File: src/rtl/fpusqr_wb_queue.sv
// Writeback collector for the divide/sqrt engines: rotating-priority accept into a FIFO,
// one issue per free slot, data trailing the tags by DATA_DLY cycles. Option: FPSQR_WB_BYPASS_EN.
module fpusqr_wb_queue #(
   parameter int NUNIT    = 3,
   parameter int DWIDTH   = 68,
   parameter int DEPTH    = 4,
   parameter int DATA_DLY = 5
) (
   input  logic                    clk,
   input  logic                    rst,
   input  logic                    except,
   input  logic [NUNIT-1:0]        in_en,
   input  logic [NUNIT*9-1:0]      in_reg,
   input  logic [NUNIT*10-1:0]     in_II,
   input  logic [NUNIT*13-1:0]     in_op,
   input  logic [NUNIT*11-1:0]     in_flags,
   input  logic [NUNIT*DWIDTH-1:0] in_data,
   output logic [NUNIT-1:0]        in_ack,
   input  logic                    wb_free,
   output logic [3:0]              outEn,
   output logic [9:0]              outII,
   output logic [12:0]             outOp,
   output logic [8:0]              FUreg,
   output logic [8:0]              FUSreg,
   output logic                    FUwen,
   output logic [DWIDTH-1:0]       outAltData,
   output logic [13:0]             ret,
   output logic                    ret_en
);

   localparam int AW = (DEPTH > 1) ? $clog2(DEPTH) : 1;
   localparam int UW = (NUNIT > 1) ? $clog2(NUNIT) : 1;
   localparam int CW = $clog2(DEPTH + 1);

   function automatic logic [UW-1:0] rr_next(input logic [UW-1:0] idx);
      return (idx == UW'(NUNIT - 1)) ? '0 : idx + 1'b1;
   endfunction

   logic [8:0]        e_reg   [NUNIT];
   logic [9:0]        e_ii    [NUNIT];
   logic [12:0]       e_op    [NUNIT];
   logic [10:0]       e_flags [NUNIT];
   logic [DWIDTH-1:0] e_data  [NUNIT];

   logic [8:0]        q_reg   [DEPTH];
   logic [9:0]        q_ii    [DEPTH];
   logic [12:0]       q_op    [DEPTH];
   logic [10:0]       q_flags [DEPTH];
   logic [DWIDTH-1:0] q_data  [DEPTH];

   logic [AW-1:0]     wr_ptr, rd_ptr;
   logic [CW-1:0]     count;
   logic [UW-1:0]     rr_ptr;

   logic [NUNIT-1:0]  grant;
   logic [CW-1:0]     rank [NUNIT];
   logic [CW-1:0]     n_grant, n_push, free;
   logic [UW-1:0]     sel, first_idx, last_idx;
   logic              pop, byp;

   logic [8:0]        src_reg;
   logic [9:0]        src_ii;
   logic [12:0]       src_op;
   logic [10:0]       src_flags;
   logic [DWIDTH-1:0] src_data;

   logic [8:0]        tag_reg_p0;
   logic [9:0]        tag_ii_p0;
   logic [12:0]       tag_op_p0;
   logic [10:0]       tag_flags_p0;
   logic [DWIDTH-1:0] dat_p [DATA_DLY+1];
   logic [DATA_DLY:0] vld_p;

   always_comb begin
      for (int n = 0; n < NUNIT; n++) begin
         e_reg[n]   = in_reg[n*9 +: 9];
         e_ii[n]    = in_II[n*10 +: 10];
         e_op[n]    = in_op[n*13 +: 13];
         e_flags[n] = in_flags[n*11 +: 11];
         e_data[n]  = in_data[n*DWIDTH +: DWIDTH];
      end
   end

   // Free space comes from the pre-pop count, so a same-cycle pop never makes room.
   always_comb begin
      grant     = '0;
      n_grant   = '0;
      sel       = '0;
      first_idx = '0;
      last_idx  = rr_ptr;
      free      = CW'(DEPTH) - count;
      for (int n = 0; n < NUNIT; n++) rank[n] = '0;
      for (int k = 0; k < NUNIT; k++) begin
         sel = UW'((int'(rr_ptr) + k) % NUNIT);
         if (!rst && !except && in_en[sel] && (n_grant < free)) begin
            grant[sel] = 1'b1;
            rank[sel]  = n_grant;
            if (n_grant == '0) first_idx = sel;
            last_idx   = sel;
            n_grant    = n_grant + CW'(1);
         end
      end
      pop = wb_free && (count != '0) && !except;
`ifdef FPSQR_WB_BYPASS_EN
      byp = wb_free && (count == '0) && (n_grant != '0) && !except;
`else
      byp = 1'b0;
`endif
      n_push = n_grant - CW'(byp);
   end

   assign in_ack = grant;

   always_comb begin
      src_reg   = q_reg[rd_ptr];
      src_ii    = q_ii[rd_ptr];
      src_op    = q_op[rd_ptr];
      src_flags = q_flags[rd_ptr];
      src_data  = q_data[rd_ptr];
`ifdef FPSQR_WB_BYPASS_EN
      if (byp) begin
         src_reg   = e_reg[first_idx];
         src_ii    = e_ii[first_idx];
         src_op    = e_op[first_idx];
         src_flags = e_flags[first_idx];
         src_data  = e_data[first_idx];
      end
`endif
   end

   always_ff @(posedge clk) begin
      if (rst) begin
         wr_ptr <= '0;
         rd_ptr <= '0;
         count  <= '0;
         rr_ptr <= '0;
         vld_p  <= '0;
      end else begin
         if (except) begin
            wr_ptr <= '0;
            rd_ptr <= '0;
            count  <= '0;
         end else begin
            wr_ptr <= wr_ptr + AW'(n_push);
            rd_ptr <= rd_ptr + AW'(pop);
            count  <= count + n_push - CW'(pop);
         end
         if (n_grant != '0) rr_ptr <= rr_next(last_idx);
         vld_p <= {vld_p[DATA_DLY-1:0], pop | byp};
      end
   end

   // Stage p0: FIFO write and tag capture; valid-gated, so no reset needed.
   always_ff @(posedge clk) begin
      for (int n = 0; n < NUNIT; n++) begin
         if (grant[n] && !(byp && (UW'(n) == first_idx))) begin
            q_reg[wr_ptr + AW'(rank[n] - CW'(byp))]   <= e_reg[n];
            q_ii[wr_ptr + AW'(rank[n] - CW'(byp))]    <= e_ii[n];
            q_op[wr_ptr + AW'(rank[n] - CW'(byp))]    <= e_op[n];
            q_flags[wr_ptr + AW'(rank[n] - CW'(byp))] <= e_flags[n];
            q_data[wr_ptr + AW'(rank[n] - CW'(byp))]  <= e_data[n];
         end
      end
      if (pop || byp) begin
         tag_reg_p0   <= src_reg;
         tag_ii_p0    <= src_ii;
         tag_op_p0    <= src_op;
         tag_flags_p0 <= src_flags;
      end
      dat_p[0] <= src_data;
      for (int i = 1; i <= DATA_DLY; i++) dat_p[i] <= dat_p[i-1];
   end

   assign FUwen      = vld_p[0];
   assign ret_en     = vld_p[0];
   assign outEn      = vld_p[0] ? 4'b1001 : 4'b0000;
   assign FUSreg     = vld_p[0] ? 9'h1ff : 9'h000;
   assign FUreg      = vld_p[0] ? tag_reg_p0 : 9'h000;
   assign outII      = vld_p[0] ? tag_ii_p0 : 10'h000;
   assign outOp      = vld_p[0] ? tag_op_p0 : 13'h0000;
   assign ret        = vld_p[0] ? {3'b000, tag_flags_p0} : 14'h0000;
   assign outAltData = vld_p[DATA_DLY] ? dat_p[DATA_DLY] : '0;

endmodule

File: config.mk
export PLATFORM = sky130hd
export DESIGN_NAME = fpusqr_wb_queue
export DESIGN_NICKNAME = d
export VERILOG_FILES = /design/src/rtl/fpusqr_wb_queue.sv
export SDC_FILE = /design/constraint.sdc
export NUM_CORES = 1
export LEC_CHECK = 0
export ABC_AREA = 1
export BUFFER_PORTS_ARGS = -buffer_cell sky130_fd_sc_hd__buf_2
export CORE_ASPECT_RATIO = 1.25
export CORE_MARGIN = 2
export CORE_UTILIZATION = 32
export DETAILED_ROUTE_END_ITERATION = 8
export MAX_ROUTING_LAYER = met4
export SLEW_MARGIN = 20
export SYNTH_ARGS = -nofsm -noshare
export SYNTH_HDL_FRONTEND = slang
export SYNTH_SLANG_ARGS = --single-unit
File: constraint.sdc
create_clock -name clk -period 15.89 [get_ports clk]
set_input_delay 1.589 -clock clk [delete_from_list [all_inputs] [get_ports clk]]
set_output_delay 1.589 -clock clk [all_outputs]
set_load 0.05 [all_outputs]
==> flow_summary.ini <==
[sta]
timing.slew.headroom_pct = 25.32
finalWorstSetupSlack_ns = 7.386
fin_setup_tns_ns = 0
finalCriticalPeriod_ns = 8.504
fin_worst_skew_ns = 0.03080
setup-violations-final = 0
worstMarginPinSlew_ns = 1.120
rsz0062_at_grt = false
fmax_mhz = 117.6
finalHoldViolations = 0
fin_crit_sh_pct = 53.52
drv_slew = 0

[cts]
postCtsSetupBuffers = 0
cts_made_buffers = 97
numClockSinks = 910
clock_path_buffers = 3
cts_root_buffer = clkbuf_16
clkLatencyLatePin_ns = 0.73
cts_tree = built
cts_resized = 0
clk_pin_slew_ns = 0.06
htreeDepth = 3
cts_hold_buf = 0

[logic_synthesis]
synth-main-ff-cell = edfxtp_1
synth_top_cell_area_share_pct = 36.95
synth-seq-cells = 910
synth_area_per_cell_um2 = 8.449
synth_top_area_cell = edfxtp_1
synthTopCellsByArea = edfxtp_1 37%, dfxtp_1 21%, nand2_1 14%, nand3_1 12%, inv_1 3.6%
synth_cell_type_count = 30
synth_warnings = 0
synth-edff-count = 487
async_flop_share_pct = 0
yosysMostFrequentCell = nand2_1
synth_seq_area_share_pct = 58.35
synthesis.area_um2 = 39570
synthTopCellsByCount = 1,488 x nand2_1, 920 x nand3_1, 487 x edfxtp_1
syn_inst = 4684

[global_route]
grt_antenna_before_repair = 43
grt_max_degree = 152
grt_pass1_vias = 33130
grt_pass1_wl_um = 208200
overflow = 0
track_usage_pct = 22.51

[floorplan]
core-area_um2 = 123100
die_y_um = 397.2
rows = 144
io_pins = 472
floorplan.initialDensity_pct = 32.16
dieWidth_um = 318.5
die_area_um2 = 126500

[critical_path]
end_kind = register
crit_path_max_fanout = 67
crit_arrival_ns = 8.83
cp.required_ns = 16.21
path_class = in -> reg
critPathLaunchType = input port

[cells_and_area]
multi_input_area_um2 = 13600
areaGrowthSynthToFinish_pct = 17.51
largest_reg_flops = 408
nets = 5316
regMostFlops = dat_p
seqCellArea_um2 = 23100
fill_cells = 12260
final_layout_size_suffix_gt1_share_pct = 14.32

[place]
dp_hpwl_um = 83010
pre_cts_slack_ns = 6.810
io_buffers = 466
gp_congestion = 0.8823

[detailed_routing]
drc = 0
firstDrtPassIters = 8
wl_per_cell_um = 21.32
finalWirelength_um = 142400
drtIter0Drc = 3414
dr_total_vias = 34450
via_per_inst = 5.156
ant_nets = 0

[outcome]
outcome = complete, no violations

[pwr]
p_leak_nw = 21.54
powerDensity_nw_per_um2 = 161.3
peakVddDrop_mv = 0.1003

[worst_hold_path]
hold_class = reg -> reg

[job]
max_cap_viol_count = 0
-- stage by stage --
step                power (mW)  util, %  instances  area (um^2)  hold WS [ns]
finish                   7.501    37.79       6682        46500        0.3056
global route             7.841    37.79       6681        46500        0.3049
CTS                      7.541    37.72       6649        46420        0.3062
detailed placement       5.086    34.87       6466        42910        0.3121
global placement         5.057    34.87       6466        42910        0.3096
floorplan                4.544        -       4688        39590        0.3096
-- cell families after synthesis --
logic type / Yosys count / synth area share, %
compound gates: 347 / 4.755
xor+xnor: 11 / 0.2814
fa+ha+maj: 17 / 0.5564
buf+inv: 732 / 7.705
flops: 910 / 58.35
other cells: 1 / 0.009476
simple gates: 2666 / 28.34
-- worst max-delay path: stages --
cell and delay [ns]:
buf_2 0.16, inv_2 0.06, nand2_2 0.13, inv_2 0.11, nand2_1 0.09, nor2_1 0.19
nand2_1 0.20, inv_1 0.12, ha_1 0.32, ha_1 0.29, nand2_1 0.09, nor2_1 0.05
nor2_1 0.23, nand3_1 0.17, o22ai_1 0.22, ha_1 0.20, xor2_1 0.61, xnor2_4 0.17
buf_4 0.70, nand2_4 0.78, nand3_4 0.53, buf_4 0.73, buf_4 0.90
-- cell usage in the layout (no fill, tap or decap), types with 6 or more instances in the layout --
cell,n
inv_1,376
diode_2,33
buf_4,49
buf_2,466
clkinv_2,27
xor2_1,7
dfxtp_1,419
clkbuf_16,106
edfxtp_1,487
o22ai_1,113
clkinv_4,6
nor2_1,247
bufinv_16,12
clkbuf_8,6
o21ai_0,227
clkbuf_1,10
inv_2,6
nand3_1,913
nand2_1,1484
nand3_4,8
ha_1,16
-- worst paths after layout --
check | from | endpoint | slack, ns | cells after the start
setup reg to reg | rr_ptr[0] | q_data[2][2] | 7.64 | 24
hold / removal | dat_p[1][61] | dat_p[2][61] | 0.31 | 0
setup / recovery | rst | q_data[2][2] | 7.39 | 23
hold reg to reg | dat_p[1][61] | dat_p[2][61] | 0.31 | 0
-- report_power, final --
part | switching (mW) | internal (mW)
Clock | 1.00 | 1.45
Combinational | 1.10 | 0.361
Sequential | 0.179 | 3.41
-- area by class of cell --
cell class                 instances  share of cell area, %
inverter                         388                  3.175
multi-input combinational       3046                  29.25
clock buffer                     122                  5.962
timing repair buffer             516                  5.849
antenna                           33                 0.1776
tap                             1606                  4.321
clock inverter                    61                  1.582
sequential                       910                  49.69
-- per-layer routing --
layer	global-route usage [%]	vias to the layer above	wire, um
met2	36.13	1879	67560
met3	4.317	420	12180
met1	25.37	16190	53250
li1	-	15960	-
met5	-	-	0
met4	15.76	0	9447
Power figures use the tool's default switching activity.
